==> src/rtl/dili_pkg.sv <==
// Shared types and constants for the Dilithium NTT sequencer.
// Latency: n/a (declarations and pure functions only).
// Backpressure: n/a.
package dili_pkg;

    localparam int DILI_N      = 256;
    localparam int DILI_Q      = 8380417;
    localparam int DILI_NINV   = 8347681;
    localparam int DILI_ADDR_W = 8;

    typedef enum logic [1:0] {
        BF_CT    = 2'b00,
        BF_GS    = 2'b01,
        BF_SCALE = 2'b10
    } bf_op_t;

    typedef enum logic [2:0] {
        ST_IDLE,
        ST_LAYER,
        ST_DRAIN,
        ST_SCALE,
        ST_SDRAIN,
        ST_DONE
    } ntt_state_t;

    // First operand address: butterfly counter with a zero inserted at bit p.
    function automatic logic [7:0] bf_addr_a(input logic [6:0] b, input logic [2:0] p);
        logic [7:0] bw;
        logic [7:0] lo_mask;
        bw      = {1'b0, b};
        lo_mask = (8'd1 << p) - 8'd1;
        return ((bw & ~lo_mask) << 1) | (bw & lo_mask);
    endfunction

    // Zeta ROM index: ascending 1..255 forward, descending 255..1 inverse.
    function automatic logic [7:0] bf_zeta(input logic [6:0] b, input logic [2:0] layer,
                                           input logic inv);
        logic [2:0] p;
        logic [6:0] g;
        logic [8:0] z;
        p = inv ? layer : 3'd7 - layer;
        g = b >> p;
        if (inv) z = (9'd256 >> layer) - 9'd1 - {2'b00, g};
        else     z = (9'd1 << layer) + {2'b00, g};
        return z[7:0];
    endfunction

endpackage

==> src/rtl/dili_pipe_delay.sv <==
// Delay line carrying {valid, addr_a, addr_b} from RAM read issue to write-back.
// Latency: exactly LAT cycles.
// Backpressure: none; shifts every cycle, synchronous clear drops in-flight writes.
module dili_pipe_delay
    import dili_pkg::*;
#(
    parameter int LAT = 4
) (
    input  logic                   clk_i,
    input  logic                   rst_i,
    input  logic                   vld_i,
    input  logic [DILI_ADDR_W-1:0] addr_a_i,
    input  logic [DILI_ADDR_W-1:0] addr_b_i,
    output logic                   vld_o,
    output logic [DILI_ADDR_W-1:0] addr_a_o,
    output logic [DILI_ADDR_W-1:0] addr_b_o
);

    typedef struct packed {
        logic                   vld;
        logic [DILI_ADDR_W-1:0] a;
        logic [DILI_ADDR_W-1:0] b;
    } slot_t;

    slot_t pipe_q [LAT];
    slot_t pipe_d [LAT];

    // Shift: new issue enters slot 0, everything else moves one slot along.
    always_comb begin
        pipe_d[0] = '{vld: vld_i, a: addr_a_i, b: addr_b_i};
        for (int i = 1; i < LAT; i++) begin
            pipe_d[i] = pipe_q[i-1];
        end
    end

    // Slot registers; reset empties the line so no stale write escapes.
    always_ff @(posedge clk_i) begin
        if (rst_i) begin
            for (int i = 0; i < LAT; i++) pipe_q[i] <= '0;
        end else begin
            for (int i = 0; i < LAT; i++) pipe_q[i] <= pipe_d[i];
        end
    end

    assign vld_o    = pipe_q[LAT-1].vld;
    assign addr_a_o = pipe_q[LAT-1].a;
    assign addr_b_o = pipe_q[LAT-1].b;

endmodule

==> src/rtl/dili_ntt_ctrl.sv <==
// Sequences a 256-point Dilithium NTT/INTT onto one butterfly unit, one butterfly per cycle.
// Latency: forward done 1+8*(128+LAT) cycles after start; inverse adds a 128-issue scale pass.
// Backpressure: none; the butterfly unit and RAM must accept one issue per cycle.
module dili_ntt_ctrl
    import dili_pkg::*;
#(
    parameter int LAT = 4
) (
    input  logic       clk_i,
    input  logic       rst_i,
    input  logic       start_i,
    input  logic       mode_i,
    output logic       busy_o,
    output logic       done_o,
    output logic       rd_en_o,
    output logic [7:0] rd_addr_a_o,
    output logic [7:0] rd_addr_b_o,
    output logic [7:0] zeta_idx_o,
    output logic [1:0] bf_op_o,
    output logic       wr_en_o,
    output logic [7:0] wr_addr_a_o,
    output logic [7:0] wr_addr_b_o,
    output logic [3:0] layer_o
);

    localparam int         ADDR_W = DILI_ADDR_W;
    localparam logic [3:0] LAT_M1 = 4'(LAT - 1);
    localparam logic [6:0] B_LAST = 7'(DILI_N / 2 - 1);

    ntt_state_t        state_q, state_d;
    logic              mode_q, mode_d;
    logic [3:0]        layer_q, layer_d;
    logic [6:0]        b_q, b_d;
    logic [3:0]        cnt_q, cnt_d;
    logic              rd_en_q, rd_en_d;
    logic [ADDR_W-1:0] addr_a_q, addr_a_d;
    logic [ADDR_W-1:0] addr_b_q, addr_b_d;
    logic [7:0]        zeta_q, zeta_d;
    bf_op_t            op_q, op_d;
    logic              busy_q, busy_d;
    logic              done_q, done_d;
    logic [2:0]        p_sel;

    // Next state, then the issue registers are loaded from the next state so
    // that the outputs in a cycle describe the butterfly of that cycle's state.
    always_comb begin
        state_d  = state_q;
        mode_d   = mode_q;
        layer_d  = layer_q;
        b_d      = b_q;
        cnt_d    = cnt_q;
        addr_a_d = addr_a_q;
        addr_b_d = addr_b_q;
        zeta_d   = zeta_q;
        op_d     = op_q;
        p_sel    = 3'd0;

        case (state_q)
            ST_IDLE, ST_DONE: begin
                state_d = ST_IDLE;
                if (start_i) begin
                    mode_d  = mode_i;
                    layer_d = 4'd0;
                    b_d     = 7'd0;
                    state_d = ST_LAYER;
                end
            end
            ST_LAYER: begin
                if (b_q == B_LAST) begin
                    cnt_d   = 4'd0;
                    state_d = ST_DRAIN;
                end else begin
                    b_d = b_q + 7'd1;
                end
            end
            ST_DRAIN: begin
                if (cnt_q == LAT_M1) begin
                    b_d = 7'd0;
                    if (layer_q != 4'd7) begin
                        layer_d = layer_q + 4'd1;
                        state_d = ST_LAYER;
                    end else if (mode_q) begin
                        layer_d = 4'd8;
                        state_d = ST_SCALE;
                    end else begin
                        state_d = ST_DONE;
                    end
                end else begin
                    cnt_d = cnt_q + 4'd1;
                end
            end
            ST_SCALE: begin
                if (b_q == B_LAST) begin
                    cnt_d   = 4'd0;
                    state_d = ST_SDRAIN;
                end else begin
                    b_d = b_q + 7'd1;
                end
            end
            ST_SDRAIN: begin
                if (cnt_q == LAT_M1) state_d = ST_DONE;
                else                 cnt_d   = cnt_q + 4'd1;
            end
            default: state_d = ST_IDLE;
        endcase

        // Address/op registers only move on an issue; otherwise they hold.
        if (state_d == ST_LAYER) begin
            p_sel    = mode_d ? layer_d[2:0] : 3'd7 - layer_d[2:0];
            addr_a_d = bf_addr_a(b_d, p_sel);
            addr_b_d = addr_a_d | (8'd1 << p_sel);
            zeta_d   = bf_zeta(b_d, layer_d[2:0], mode_d);
            op_d     = mode_d ? BF_GS : BF_CT;
        end else if (state_d == ST_SCALE) begin
            addr_a_d = bf_addr_a(b_d, 3'd0);
            addr_b_d = addr_a_d | 8'd1;
            zeta_d   = 8'd0;
            op_d     = BF_SCALE;
        end

        rd_en_d = (state_d == ST_LAYER) || (state_d == ST_SCALE);
        busy_d  = rd_en_d || (state_d == ST_DRAIN) || (state_d == ST_SDRAIN);
        done_d  = (state_d == ST_DONE);
    end

    // State and registered outputs, all cleared by reset.
    always_ff @(posedge clk_i) begin
        if (rst_i) begin
            state_q  <= ST_IDLE;
            mode_q   <= 1'b0;
            layer_q  <= 4'd0;
            b_q      <= 7'd0;
            cnt_q    <= 4'd0;
            rd_en_q  <= 1'b0;
            addr_a_q <= '0;
            addr_b_q <= '0;
            zeta_q   <= 8'd0;
            op_q     <= BF_CT;
            busy_q   <= 1'b0;
            done_q   <= 1'b0;
        end else begin
            state_q  <= state_d;
            mode_q   <= mode_d;
            layer_q  <= layer_d;
            b_q      <= b_d;
            cnt_q    <= cnt_d;
            rd_en_q  <= rd_en_d;
            addr_a_q <= addr_a_d;
            addr_b_q <= addr_b_d;
            zeta_q   <= zeta_d;
            op_q     <= op_d;
            busy_q   <= busy_d;
            done_q   <= done_d;
        end
    end

    dili_pipe_delay #(.LAT(LAT)) u_dly (
        .clk_i    (clk_i),
        .rst_i    (rst_i),
        .vld_i    (rd_en_q),
        .addr_a_i (addr_a_q),
        .addr_b_i (addr_b_q),
        .vld_o    (wr_en_o),
        .addr_a_o (wr_addr_a_o),
        .addr_b_o (wr_addr_b_o)
    );

    assign busy_o      = busy_q;
    assign done_o      = done_q;
    assign rd_en_o     = rd_en_q;
    assign rd_addr_a_o = addr_a_q;
    assign rd_addr_b_o = addr_b_q;
    assign zeta_idx_o  = zeta_q;
    assign bf_op_o     = op_q;
    assign layer_o     = layer_q;

endmodule

==> config.mk <==
export PLATFORM = sky130hd
export DESIGN_NAME = dili_ntt_ctrl
export DESIGN_NICKNAME = d
export VERILOG_FILES = /design/src/rtl/dili_pkg.sv /design/src/rtl/dili_pipe_delay.sv /design/src/rtl/dili_ntt_ctrl.sv
export SDC_FILE = /design/constraint.sdc
export NUM_CORES = 1
export LEC_CHECK = 0
export BUFFER_PORTS_ARGS = -buffer_cell sky130_fd_sc_hd__buf_2
export CAP_MARGIN = 10
export CORE_UTILIZATION = 53
export DETAILED_ROUTE_END_ITERATION = 10
export PLACE_DENSITY = 0.76
export SETUP_SLACK_MARGIN = 0.02
export SYNTH_ARGS = -nofsm -noshare
export SYNTH_HDL_FRONTEND = slang
export SYNTH_SLANG_ARGS = --single-unit
==> constraint.sdc <==
create_clock -name clk_i -period 3.9 [get_ports clk_i]
set_input_delay 0.585 -clock clk_i [delete_from_list [all_inputs] [get_ports clk_i]]
set_output_delay 0.585 -clock clk_i [all_outputs]
set_load 0.01 [all_outputs]
# --- After elaboration in Yosys (flattened, before gate mapping) ---
# Memories as Yosys holds them, arrays and structs flattened.
# Index checks and enable logic that the tools add are counted.
totals:
  reg_bits: 48
  latchBits: 0
  mem_bits_rw: 68
  romBits: 0
  in_bits: 4
  output_inout_bits: 50
  n_memories: 1
mem_list:
  columns: ["name", "depth", "width", "read_ports", "rd_ports_with_merged_regs", "wr", "line_no", "rtl"]
  rows:
  - ["u_dly.pipe_q", 4, 17, 4, 0, 4, "dili_pipe_delay.sv:25", "slot_t pipe_q [LAT];"]
op_classes:
  add_sub_neg: 8
  mul: 0
  n_div: 0
  magnitude_cmp: 0
  eq_ne: 18
  n_shift: 4
  mux: 40
  bitwise: 9
  reduce_logical: 12
ops:
  columns: ["op", "n"]
  rows:
  - ["two-way mux 17 bit", 4]
  - ["two-way mux 8 bit", 7]
  - ["two-way mux 4 bit", 6]
  - ["two-way mux 3 bit", 7]
  - ["two-way mux 7 bit", 3]
  - ["case mux 7 bit (3 select lines)", 1]
  - ["OR 8 bit", 2]
  - ["case mux 4 bit (2 select lines)", 2]
  - ["left shift 1 x 3 -> 8 bit (first input constant)", 2]
  - ["subtractor 8 x 1 -> 8 bit (second input constant)", 2]
  - ["case mux 3 bit (5 select lines)", 1]
  - ["== test 3 x 2 -> 1 bit (second input constant)", 4]
  - ["== test 3 bit (second input constant)", 4]
  - ["right shift 9 x 3 -> 8 bit (first input constant)", 1]
  - ["adder 4 x 1 -> 4 bit (second input constant)", 2]
  - ["adder 8 x 7 -> 8 bit", 1]
  - ["bitwise AND 7 x 8 -> 8 bit", 1]
  - ["subtractor 8 x 7 -> 8 bit", 1]
  - ["adder 7 x 1 -> 7 bit (second input constant)", 1]
  - ["bitwise AND 7 bit", 1]
  - ["== test 7 bit (second input constant)", 1]
  - ["two-way mux 1 bit", 7]
  - ["inverter 7 bit", 1]
  - ["right shift 7 x 3 -> 7 bit", 1]
  - ["15 further kinds", 28]

# --- Longest topological paths before layout ---
# Gate-level depths: netlist (run 1).
logic_depth:
  depth_word: 13
  depth_mapped: 21
  ltp_nobuf: 19

# --- Cells and area by module ---
# A second synthesis (run 1) with hierarchy kept.
hier_totals:
  hier_cells: 606
  area_unflattened_um2: 5422.7
modules_own_cells:
  columns: ["module", "n_inst", "cells_per_inst", "area_each_um2", "seq_area_each_um2"]
  rows:
  - ["dili_ntt_ctrl", 1, 463, 3585.9, 960.9]
  - ["dili_pipe_delay", 1, 143, 1836.8, 1361.3]

# --- Least setup slack after synthesis (run 1) ---
# OpenSTA, ideal clock, no wires.
synth_path:
  path_type: "reg2reg"
  start: "register layer_q[0] (netlist: layer_o[0])"
  end: "register zeta_q[7] (netlist: zeta_idx_o[7])"
  t_arrival_ns: 3.949
  required_ns: 3.814
  setup_slack_ns: -0.135
  stages_incl_launch_ff: 21
  n_path_buf: 2
  period_less_slack_ns: 4.035
  path_cell_list: "dfxtp_1 > ha_1 > and4bb_2 > o21ai_1 > a31o_1 > buf_4 > xnor2_4 > clkbuf_1 > a21oi_1 > nor2_1 > a21oi_1 > o21a_1 > ha_1 > fa_1 > a21oi_1 > o21bai_1 > a21o_1 > a21oi_1 > xor2_1 > o21ai_0 > a221oi_2"
synth_between:
  elab_chain_len: 10
synth_rtl:
  columns: ["item", "line_no", "rtl"]
  rows:
  - ["from (decl)", "dili_ntt_ctrl.sv:32", "logic [3:0] layer_q, layer_d;"]
  - ["from (signal assigned)", "dili_ntt_ctrl.sv:144", "layer_q <= layer_d;"]
  - ["branches (longest 10 deep; another with subtractor 8 x 1 -> 8 bit)", null, null]
  - ["to (signal assigned)", "dili_ntt_ctrl.sv:150", "zeta_q <= zeta_d;"]
  - ["to (decl)", "dili_ntt_ctrl.sv:38", "logic [7:0] zeta_q, zeta_d;"]
# Several ways; the timed one is not identified. The select of a mux whose other input is x is not followed.
# A chain may end at the register's enable or synchronous reset.

# --- Final worst setup path (run 1) ---
layout_path:
  start: "register cnt_q[1]"
  end: "register zeta_q[4] (netlist: zeta_idx_o[4])"
layout_between:
  elab_chain_len: 9
layout_rtl:
  columns: ["item", "line_no", "rtl"]
  rows:
  - ["from (decl)", "dili_ntt_ctrl.sv:34", "logic [3:0] cnt_q, cnt_d;"]
  - ["from (signal assigned)", "dili_ntt_ctrl.sv:146", "cnt_q <= cnt_d;"]
  - ["== test 4 x 2 -> 1 bit (*)", "dili_ntt_ctrl.sv:77, dili_ntt_ctrl.sv:101", null]
  - ["branches (longest 8 deep; another with subtractor 8 x 1 -> 8 bit)", null, null]
# Every way passes the cells marked *. The select of a mux whose other input is x is not followed.

==> qor.yml, run 1 <==
status: "complete, no violations"
synth_top_family_by_area: "simple AND/OR/NAND/NOR gates"
powerDensity_mw_per_mm2: 451
die_x_microns: 103
p_leak_nw: 3.02
viasPerCell: 5.56
dieArea_sq_mm: 0.0106
globalplace.congestion: 0.904
worstPathRequired_ns: 4.34
cts_buffer_depth: 2
hpwl_microns: 9590
synthXorXnorAreaFrac: 0.0291
max_slew_margin: 0.434
area_growth_syn_to_layout_pct: 29.4
critPathArrivalTime_ns: 4.34
finalNetCount: 722
hold_path_class: "reg -> reg"
antenna_found_initial: 0
r2r_cells: 18
critPathMaxFanout: 4
start_util: 0.551
fin_hold_ws_ns: 0.430
startpoint: "cnt_q[1]"
setup.worst_path.start_class: "register"
fin_crit_ns: 3.90
ant_nets: 0
yosys_warnings: 0
synth_ff_type: "dfxtp_1"
synth_top_area_cell: "dfxtp_1"
synth_compound_area_frac: 0.188
rows: 36
htreeDepth: 4
layout_common_cells: "dfxtp_1 (113), buf_4 (84), nor2b_1 (73), nor2_1 (55), buf_2 (53)"
grt_overflow: 0
grt_pass1_wl_microns: 22300
finalMaxSlewViolations: 0
p_total_mw: 3.16
syn_area_sq_mm: 0.00542
cts_tree: "done"
yosys.area_share.simple: 0.231
avgRoutedWirePerCell_microns: 16.8
finalHoldViolCount: 0
syn_area_per_cell_sq_um: 9.18
placed_cell_area_sq_mm: 0.00619
fin_util: 0.714
period_share: 0.999
fin_area_sq_mm: 0.00701
drive_above_1_share: 0.328
ios: 54
timing.rr.end: "zeta_idx_o[4]"
synth-edff-count: 0
grt_pass1_vias: 4547
synth.distinct_cells: 77
synth_area_leaders: "dfxtp_1 (43%), nor2b_1 (8.5%), nor2_1 (3.9%)"
core_area_sq_mm: 0.00982
syn-num-nets: 612
clkLatencyLatePin_ns: 0.51
max_freq_ghz: 0.257
dr_total_vias: 4702
drt-initial-drc-count: 397
async_flop_share: 0
worstMarginPinSlew_ns: 0.844
synth_top_area_frac: 0.429
cts_buffers: 17
reg2reg_slack_ns: 0.004
maxCapViolations: 0
clock-sinks: 116
yosysSeqAreaShare: 0.429
track_usage: 0.277
cts_root_buf: "clkbuf_8"
cp-end-kind: "register"
r2r_start: "cnt_q[1]"
synth-adder-area-share: 0.0444
worstSetupPathType: "reg -> reg"
numPortBuffers: 53
drc: 0
ys_ff_latch: 116
rsz0062_at_grt: "true"
final_common_cell: "dfxtp_1"
clock_skew_ns: 0.0125
first_pass_iters: 5
setup_viol: 0
die_h_microns: 103
postCtsHoldBufs: 0
clk_pin_slew_ns: 0.06
crit_end: "zeta_idx_o[4]"
synthMuxAreaShare: 0.0222
n_antenna_cell: 0
grt_max_degree: 60
peakVddDrop_v: 0.000258
finalWirelength_microns: 14200
postSynthCellCount: 590
timing repair:
item	in CTS	in global routing
endpoints found under the setup margin	6	9
setup buffers	9	0
pin swaps	6	19
endpoints found under the hold margin	0	0
resized for setup	17	24
cell usage after synthesis, types with 7 or more instances:
library cell,number
dfxtp_1,116
nor2b_1,74
nor2_1,56
nand2_1,38
a21oi_1,31
buf_4,20
o21ai_0,18
ha_1,16
clkbuf_1,15
nand3_1,13
buf_2,10
inv_1,9
a31oi_1,8
and3_1,8
nor3_1,8
xor2_1,8
a21o_1,7
nand2b_1,7
o21a_1,7
per-stage QoR:
stage,setup slack [ns],TNS [ns],cells
6_report,0.00399,0,846
5_1_grt,-0.144,-0.533,846
4_1_cts,0.00970,0,846
3_5_place_dp,-0.252,-0.634,805
3_3_place_gp,-0.0675,-0.114,805
2_1_floorplan,0.00656,0,590
routing by layer:
metal / vias up / wire length [microns] / global-route usage
li1: 2279 / - / -
met3: 21 / 633 / 0.0522
met4: 0 / 228 / 0.0921
met1: 2251 / 6400 / 0.357
met2: 151 / 6930 / 0.466
met5: - / 0 / 0
cells by family (layout without fill, tap and decap cells):
kind of cell	Yosys count	after routing
XOR/XNOR	15	15
multiplexers	8	8
buffers and inverters	58	181
AND/OR/NAND/NOR	233	233
flip-flops	116	116
AO/OA/AOI/OAI	142	142
adder cells (fa/ha/maj)	18	18
how the worst min path moves through the flow:
stage	end	slack [ns]	startpoint	cells past startpoint
after floorplan	u_dly.pipe_q[1][0]	0.41	u_dly.pipe_q[0][0]	1
after global placement	u_dly.pipe_q[1][0]	0.42	u_dly.pipe_q[0][0]	1
after detailed placement	u_dly.pipe_q[2][10]	0.42	u_dly.pipe_q[1][10]	1
after CTS	u_dly.pipe_q[2][10]	0.43	u_dly.pipe_q[1][10]	1
after global routing	u_dly.pipe_q[2][10]	0.44	u_dly.pipe_q[1][10]	1
final	u_dly.pipe_q[3][6]	0.43	u_dly.pipe_q[2][6]	1
worst max-delay path, cell delays in order, from the launching register on:
cell	delay, ns
dfxtp_2	0.36
ha_4	0.13
or3b_4	0.40
o211ai_1	0.24
o211ai_1	0.20
xnor2_2	0.22
buf_4	0.17
mux4_2	0.53
mux2i_4	0.18
ha_2	0.21
inv_2	0.04
fa_2	0.36
nor2b_4	0.14
o21ai_2	0.06
nand2b_1	0.13
buf_4	0.13
xor2_1	0.15
nor2_1	0.06
o21ai_1	0.12
layout make-up:
cell class	instances	area [sq um]
multi-input cells	416	2960
fillers	759	2810
flip-flops and latches	116	2330
repair buffers	139	927
clock buffers	18	428
well taps	133	166
clock inverters	14	165
inverters	10	37.5
sequential cells by signal, indices dropped and copies added (netlist names):
name and count:
u_dly.pipe_q 68, rd_addr_a_o 8, rd_addr_b_o 8, zeta_idx_o 8
b_q 7, cnt_q 4, layer_o 4, state_q 3
bf_op_o 2, busy_o 1, done_o 1, mode_q 1
rd_en_o 1
power breakdown:
part / switching, mW / total (mW) / internal [mW] / leakage, nW
sequential: 0.0246 / 1.26 / 1.24 / 0.945
clock: 0.603 / 1.55 / 0.945 / 0.286
combinational: 0.196 / 0.347 / 0.151 / 1.79
total: 0.823 / 3.16 / 2.34 / 3.02
Power figures use the tool's default switching activity.
==> inputs of run 2 (changes only) <==
--- a/config.mk
+++ b/config.mk
@@ -7,9 +7,9 @@
 export LEC_CHECK = 0
 export BUFFER_PORTS_ARGS = -buffer_cell sky130_fd_sc_hd__buf_2
 export CAP_MARGIN = 10
-export CORE_UTILIZATION = 53
+export CORE_UTILIZATION = 54
 export DETAILED_ROUTE_END_ITERATION = 10
-export PLACE_DENSITY = 0.76
+export PLACE_DENSITY = 0.74
 export SETUP_SLACK_MARGIN = 0.02
 export SYNTH_ARGS = -nofsm -noshare
 export SYNTH_HDL_FRONTEND = slang
==> constraint.sdc (replaced) <==
create_clock -name clk_i -period 3.76 [get_ports clk_i]
set_input_delay 0.188 -clock clk_i [delete_from_list [all_inputs] [get_ports clk_i]]
set_output_delay 0.188 -clock clk_i [all_outputs]
set_load 0.01 [all_outputs]
==> run 2 against run 1 <==
  * The flow now finishes with violations (DRC, setup timing)
  * Count of clock-buffer cells in the layout increased by 1
  * Final area increased by 0.79%
  * Cell count decreased by 0.35%
  * Sequential power increased by 4%
  * Maximum frequency increased by 2.4%
  * Power increased by 2.3%
  * Hold slack got worse by 0.20 ns
  * First-iteration DRC count decreased by 30%
  * Flip-flop and latch count unchanged
  * Core utilization increased by 1.2 points
  * Combinational power increased by 4%
  * Die area decreased by 1.8%
  * Highest routed layer unchanged
==> qor.yml, run 2 (synthesis results as in run 1) <==
grt_overflow: 0  # unchanged
crit_family: "compound AO/OA/AOI/OAI gates"  # was simple AND/OR/NAND/NOR gates
rows: 36  # unchanged
peakVddDrop_v: 0.000260  # was 0.000258 V
drt-initial-drc-count: 276  # was 397
setup.worst_path.start_class: "register"  # unchanged
core_area_sq_mm: 0.00973  # was 0.00982 sq mm
layout_common_cells: "dfxtp_1 (113), buf_4 (80), nor2b_1 (73), nor2_1 (56), buf_2 (53)"  # was dfxtp_1 (113), buf_4 (84), nor2b_1 (73), nor2_1 (55), buf_2 (53)
fin_setup_tns_ns: -0.0451  # was 0 ns
track_usage: 0.271  # was 0.277
violations: "DRC, setup timing"
clkPwrFrac: 0.483  # was 0.490
area_growth_syn_to_layout_pct: 30.4  # was 29.4%
critPathMaxStageDelay_ns: 0.51  # was 0.53 ns
antenna_found_initial: 0  # unchanged
globalplace.congestion: 0.929  # was 0.904
fin_crit_ns: 3.81  # was 3.90 ns
postCtsHoldBufs: 0  # unchanged
critPathArrivalTime_ns: 4.23  # was 4.34 ns
max_slew_margin: 0.320  # was 0.434
cpMostUsedCell: "ha_4"
dr_total_vias: 4669  # was 4702
r2r_start: "cnt_q[0]"  # was cnt_q[1]
setup_viol: 1  # was 0
start_util: 0.557  # was 0.551
ios: 54  # unchanged
worstMarginPinSlew_ns: 1.01  # was 0.844 ns
grt_max_degree: 44  # was 60
grt_pass1_vias: 4464  # was 4547
combPwrFrac: 0.112  # was 0.110
cts_tree: "done"  # unchanged
numPortBuffers: 53  # unchanged
viasPerCell: 5.54  # was 5.56
seq_power_share: 0.405  # was 0.400
htreeDepth: 4  # unchanged
rsz0062_at_grt: "true"  # unchanged
fin_util: 0.726  # was 0.714
clkLatencyLatePin_ns: 0.51  # about the same
grt_pass1_wl_microns: 21700  # was 22300 microns
die_h_microns: 102  # was 103 microns
startpoint: "cnt_q[0]"  # was cnt_q[1]
p_int_mw: 2.43  # was 2.34 mW
period_share: 1.01  # was 0.999
dieArea_sq_mm: 0.0104  # was 0.0106 sq mm
finalNetCount: 719  # was 722
maxCapViolations: 0  # unchanged
largest_register_ffs: 68  # unchanged
fillers: 702  # was 759
finalMaxSlewViolations: 0  # unchanged
hp-start: "rst_i"  # was u_dly.pipe_q[2][6]
powerDensity_mw_per_mm2: 458  # was 451 mW/mm^2
clock_skew_ns: 0.00845  # was 0.0125 ns
finalHoldViolCount: 0  # unchanged
max_freq_ghz: 0.263  # was 0.257 GHz
fin_hold_ws_ns: 0.228  # was 0.430 ns
cts_buffer_depth: 2  # unchanged
hpwl_microns: 9430  # was 9590 microns
drive_above_1_share: 0.335  # was 0.328
cp-end-kind: "register"  # unchanged
avgRoutedWirePerCell_microns: 15.9  # was 16.8 microns
p_sw_frac: 0.248  # was 0.261
preCtsSetupSlack_ns: -0.269  # was -0.252 ns
cts_root_buf: "clkbuf_8"  # unchanged
power.switching_mw: 0.803  # was 0.823 mW
finalWirelength_microns: 13400  # was 14200 microns
first_pass_iters: 8  # was 5
worstPathRequired_ns: 4.19  # was 4.34 ns
critPathBufInv: 2  # was 3
die_x_microns: 102  # was 103 microns
ant_nets: 0  # unchanged
status: "finished, violations left"  # was complete, no violations
cts_buffers: 17  # unchanged
drc: 1  # was 0
worst_path_max_delay_cell: "mux4_2"  # unchanged
p_total_mw: 3.23  # was 3.16 mW
p_leak_nw: 3.06  # was 3.02 nW
hold_path_class: "in -> reg"  # was reg -> reg
critPathMaxFanout: 9  # was 4
clock-sinks: 116  # unchanged
final_common_cell: "dfxtp_1"  # unchanged
n_antenna_cell: 0  # unchanged
regMostFlops: "u_dly.pipe_q"  # unchanged
clk_pin_slew_ns: 0.06  # about the same
worstSetupPathType: "reg -> reg"  # unchanged
path_cells: "ha_4 -> or3b_4 -> buf_4 -> o221a_2 -> o211a_1 -> mux4_2 -> a211oi_2 -> a21o_1 -> inv_2 -> ha_4 -> a21oi_4 -> o21bai_2 -> a41oi_2 -> xor2_1 -> a221oi_2"  # was ha_4 -> or3b_4 -> o211ai_1 -> o211ai_1 -> xnor2_2 -> buf_4 -> mux4_2 -> mux2i_4 -> ha_2 -> inv_2 -> fa_2 -> nor2b_4 -> o21ai_2 -> nand2b_1 -> buf_4 -> xor2_1 -> nor2_1 -> o21ai_1
worst_slack_ns: -0.0451  # was 0.00399 ns
-- run 2: cell types whose count changed in the layout (fill, tap and decap cells not counted), moves of 2 or more --
cell,previous run,this run
a2111oi_1,2,0
a31oi_1,5,8
a31oi_2,3,0
buf_4,84,80
clkinvlp_4,2,4
inv_6,6,3
o21ai_0,13,15
o21ai_1,6,4
xnor2_1,5,2
xnor2_2,1,5
-- run 2: final timing paths --
| kind | cells after the start | slack [ns] | endpoint |
|---|---|---|---|
| setup / recovery | 15 | -0.05 | zeta_idx_o[7] |
| hold / removal | 2 | 0.23 | cnt_q[2] |
| setup reg to reg | 15 | -0.05 | zeta_idx_o[7] |
| hold reg to reg | 1 | 0.43 | u_dly.pipe_q[1][0] |
-- run 2: metal layers --
layer | track usage | wire length (microns) | vias up
met1 | 0.343 | 5870 | 2232
li1 | - | - | 2269
met4 | 0.0923 | 260 | 0
met3 | 0.0595 | 704 | 25
met5 | 0 | 0 | -
met2 | 0.455 | 6530 | 143
-- run 2: area by class of cell --
class	count	area (sq um)	share of cell area
Multi-Input combinational cell	417	3050	0.431
Clock buffer	19	442	0.0625
Sequential cell	116	2330	0.329
Tap cell	133	166	0.0236
Timing Repair Buffer	135	897	0.127
Clock inverter	13	148	0.0209
Inverter	10	37.5	0.00532
-- run 2: what timing repair did --
item                       in CTS  in global routing
setup endpoints to repair       7                 10
buffers inserted                8                  4
gates resized for setup        23                 15
pin swaps                      16                 12
gates cloned                    1                  0
-- run 2: stage by stage --
stage               instances  cell area [sq um]
floorplan                 590               5490
global placement          798               6170
detailed placement        798               6170
CTS                       839               6930
global route              843               7060
finish                    843               7060
-- run 2: worst register-to-register path: stages (launching register included) --
cell	delay, ns
dfxtp_2	0.35
ha_4	0.13
or3b_4	0.37
buf_4	0.16
o221a_2	0.32
o211a_1	0.28
mux4_2	0.51
a211oi_2	0.23
a21o_1	0.19
inv_2	0.07
ha_4	0.29
a21oi_4	0.07
o21bai_2	0.19
a41oi_2	0.16
xor2_1	0.18
a221oi_2	0.25
-- run 2: power groups by stage --
stage | combinational, mW | clock, mW | sequential, mW
after floorplan | 0.232 | 0 | 1.33
after global placement | 0.322 | 0 | 1.33
after detailed placement | 0.327 | 0 | 1.34
after CTS | 0.344 | 1.58 | 1.31
after global routing | 0.391 | 1.64 | 1.32
final | 0.362 | 1.56 | 1.31
==> inputs of run 3 (changes only) <==
--- a/config.mk
+++ b/config.mk
@@ -5,6 +5,7 @@
 export SDC_FILE = /design/constraint.sdc
 export NUM_CORES = 1
 export LEC_CHECK = 0
+export ABC_AREA = 1
 export BUFFER_PORTS_ARGS = -buffer_cell sky130_fd_sc_hd__buf_2
 export CAP_MARGIN = 10
 export CORE_UTILIZATION = 54
==> run 3 against run 2 <==
  * The run now ends clean
  * Critical path depth rose by 13
  * Power rose by 2.1%
  * Worst setup slack improved by 0.32 ns
  * Wire length fell by 3.2%
  * Largest power group unchanged
  * Non-clock buffer count fell by 47
  * Count of clock-buffer cells in the layout fell by 1
  * Sequential share of layout area rose by 2.1 points
  * Register-to-register slack improved by 0.32 ns
  * Synthesized cell count rose by 27%
  * Clock power rose by 8%
==> qor.yml, run 3 <==
status: "complete, no violations"  # was finished, violations left
die_h_microns: 102  # about the same
critPathArrivalTime_ns: 3.92  # was 4.23 ns
timing.rr.end: "zeta_idx_o[7]"  # unchanged
hold_path_class: "in -> reg"  # unchanged
clock_skew_ns: 0.00889  # was 0.00845 ns
finalWirelength_microns: 12900  # was 13400 microns
fin_cells: 971  # was 843
p_leak_nw: 3.23  # was 3.06 nW
synth-edff-count: 0  # unchanged
setup_viol: 0  # was 1
numPortBuffers: 53  # unchanged
viasPerCell: 4.97  # was 5.54
clock-sinks: 116  # unchanged
grt_overflow: 0  # unchanged
cts_root_buf: "clkbuf_8"  # unchanged
drive_above_1_share: 0.233  # was 0.335
yosysMostFrequentCell: "inv_1"  # was dfxtp_1
first_pass_iters: 5  # was 8
peakVddDrop_v: 0.000465  # was 0.000260 V
antenna_found_initial: 0  # unchanged
htreeDepth: 4  # unchanged
critPathMaxFanout: 8  # was 9
largest_register_ffs: 68  # unchanged
cp-end-kind: "register"  # unchanged
synth_top_area_cell: "dfxtp_1"  # unchanged
cts_buffers: 17  # unchanged
start_util: 0.557  # about the same
async_flop_share: 0  # unchanged
ys_ff_latch: 116  # unchanged
period_share: 0.927  # was 1.01
fin_util: 0.682  # was 0.726
rows: 36  # unchanged
reg2reg_slack_ns: 0.27  # was -0.05 ns
p_int_mw: 2.44  # was 2.43 mW
syn-num-nets: 772  # was 612
cts_tree: "done"  # unchanged
fin_area_sq_mm: 0.00666  # was 0.00706 sq mm
track_usage: 0.259  # was 0.271
worst_slack_ns: 0.273  # was -0.0451 ns
drt-initial-drc-count: 233  # was 276
p_total_mw: 3.30  # was 3.23 mW
fillers: 827  # was 702
clkPwrFrac: 0.508  # was 0.483
avgRoutedWirePerCell_microns: 13.3  # was 15.9 microns
worstPathRequired_ns: 4.19  # about the same
r2r_cells: 28  # was 15
regMostFlops: "u_dly.pipe_q"  # unchanged
hpwl_microns: 8920  # was 9430 microns
dr_total_vias: 4822  # was 4669
r2r_start: "cnt_q[0]"  # unchanged
grt_max_degree: 88  # was 44
syn_area_sq_mm: 0.00544  # was 0.00542 sq mm
synth_area_leaders: "dfxtp_1 (43%), inv_1 (9.9%), nor2_1 (8.6%)"  # was dfxtp_1 (43%), nor2b_1 (8.5%), nor2_1 (3.9%)
grt_pass1_vias: 4538  # was 4464
power.switching_mw: 0.863  # was 0.803 mW
syn_area_per_cell_sq_um: 7.26  # was 9.18 sq um
max_freq_ghz: 0.287  # was 0.263 GHz
maxCapViolations: 0  # unchanged
finalNetCount: 847  # was 719
grt_pass1_wl_microns: 20900  # was 21700 microns
critPathMaxStageDelay_ns: 0.35  # was 0.51 ns
preCtsSetupSlack_ns: -0.00220  # was -0.269 ns
finalMaxSlewViolations: 0  # unchanged
placed_cell_area_sq_mm: 0.00590  # was 0.00617 sq mm
clk_pin_slew_ns: 0.06  # about the same
worstSetupPathType: "reg -> reg"  # unchanged
finalHoldViolCount: 0  # unchanged
fin_crit_ns: 3.49  # was 3.81 ns
worst_path_max_delay_cell: "dfxtp_2"  # was mux4_2
globalplace.congestion: 0.935  # was 0.929
p_sw_frac: 0.261  # was 0.248
max_slew_margin: 0.412  # was 0.320
rsz0062_at_grt: "true"  # unchanged
synth_top_area_frac: 0.427  # was 0.429
drc: 0  # was 1
die_x_microns: 102  # about the same
powerDensity_mw_per_mm2: 496  # was 458 mW/mm^2
dp_cells: 934  # was 798
cpMostUsedCell: "nand2_1"  # was ha_4
hold_path_depth: 5  # was 2
worstMarginPinSlew_ns: 0.881  # was 1.01 ns
layout_common_cells: "inv_1 (141), nor2_1 (124), nand2_1 (114), dfxtp_1 (110), buf_2 (53)"  # was dfxtp_1 (113), buf_4 (80), nor2b_1 (73), nor2_1 (56), buf_2 (53)
hp-start: "start_i"  # was rst_i
cts_buffer_depth: 2  # unchanged
fin_hold_ws_ns: 0.156  # was 0.228 ns
hold_end: "state_q[0]"  # was cnt_q[2]
synth_ff_type: "dfxtp_1"  # unchanged
setup.worst_path.start_class: "register"  # unchanged
dieArea_sq_mm: 0.0105  # was 0.0104 sq mm
final_common_cell: "inv_1"  # was dfxtp_1
ios: 54  # unchanged
n_antenna_cell: 0  # unchanged
fin_setup_tns_ns: 0  # was -0.0451 ns
yosys_warnings: 0  # unchanged
area_growth_syn_to_layout_pct: 22.4  # was 30.4%
clkLatencyLatePin_ns: 0.50  # was 0.51 ns
synth.distinct_cells: 47  # was 77
combPwrFrac: 0.096  # was 0.112
yosysSeqAreaShare: 0.427  # was 0.429
ant_nets: 0  # unchanged
synthTopCellsByCount: "inv_1 (144), nor2_1 (125), nand2_1 (117)"  # was dfxtp_1 (116), nor2b_1 (74), nor2_1 (56)
seq_power_share: 0.395  # was 0.405
core_area_sq_mm: 0.00977  # was 0.00973 sq mm
postSynthCellCount: 750  # was 590
[run 3: cell count changes after synthesis, moves of 6 or more]
cell       change
buf_2          -6
nand2_1       +79
nor2b_1       -74
and3_1         -7
o21ai_0        +6
clkbuf_1       -9
nor2_1        +69
nand2b_1       -7
nand2_2       +17
nand3_1       +28
inv_1        +135
a2bb2oi_1      -6
[run 3: critical path, delay by kind of cell, from the launching register on]
| kind | cells | cell delay, ns |
|---|---|---|
| buf+inv | 6 | 0.43 |
| flops | 1 | 0.35 |
| compound gates | 5 | 0.59 |
| simple gates | 14 | 1.24 |
| fa+ha+maj | 3 | 0.78 |
[run 3: worst max path at each step]
stage / from / endpoint / slack (ns) / depth (start not counted)
6_report: cnt_q[0] / zeta_idx_o[7] / 0.27 / 28
5_1_grt: b_q[5] / zeta_idx_o[6] / -0.03 / 27
4_1_cts: layer_o[0] / zeta_idx_o[7] / 0.05 / 28
3_5_place_dp: layer_o[0] / zeta_idx_o[7] / -0.002 / 28
3_3_place_gp: b_q[0] / zeta_idx_o[7] / 0.09 / 27
2_1_floorplan: layer_o[0] / zeta_idx_o[7] / 0.14 / 29
[run 3: repair_timing]
item / CTS / global route
endpoints found under the setup margin: 1 / 4
hold buffers: 0 / 0
resized for setup: 4 / 34
pin swaps: 0 / 8
setup buffers: 0 / 5
[run 3: power by group through the flow]
stage          clock network (mW)  logic [mW]  registers (mW)
2_1_floorplan                   0       0.223            1.33
3_3_place_gp                    0       0.297            1.33
3_5_place_dp                    0       0.302            1.33
4_1_cts                      1.69       0.306            1.31
5_1_grt                      1.76       0.353            1.31
6_report                     1.68       0.318            1.30
[run 3: final cells by class]
class / count / area (sq um) / share of cell area
clock buffer: 18 / 428 / 0.0642
clock inverter: 14 / 185 / 0.0278
inverter: 153 / 587 / 0.0881
multi-input combinational: 449 / 2440 / 0.366
sequential: 116 / 2330 / 0.350
tap: 133 / 166 / 0.0250
timing repair buffer: 88 / 528 / 0.0792
[run 3: kinds of logic (layout without fill, tap and decap cells)]
kind of cell	Yosys count	in the layout	share of synthesized area
simple gates	330	330	0.268
buf+inv	185	273	0.144
flops	116	116	0.427
compound gates	95	95	0.107
fa+ha+maj	18	18	0.0441
xor+xnor	6	6	0.00966
[run 3: layer usage]
layer / up-vias / part of all wire / track usage
met2: 142 / 0.49 / 0.448
met3: 21 / 0.046 / 0.0609
li1: 2447 / - / -
met1: 2212 / 0.45 / 0.317
met4: 0 / 0.017 / 0.0802
met5: - / 0 / 0
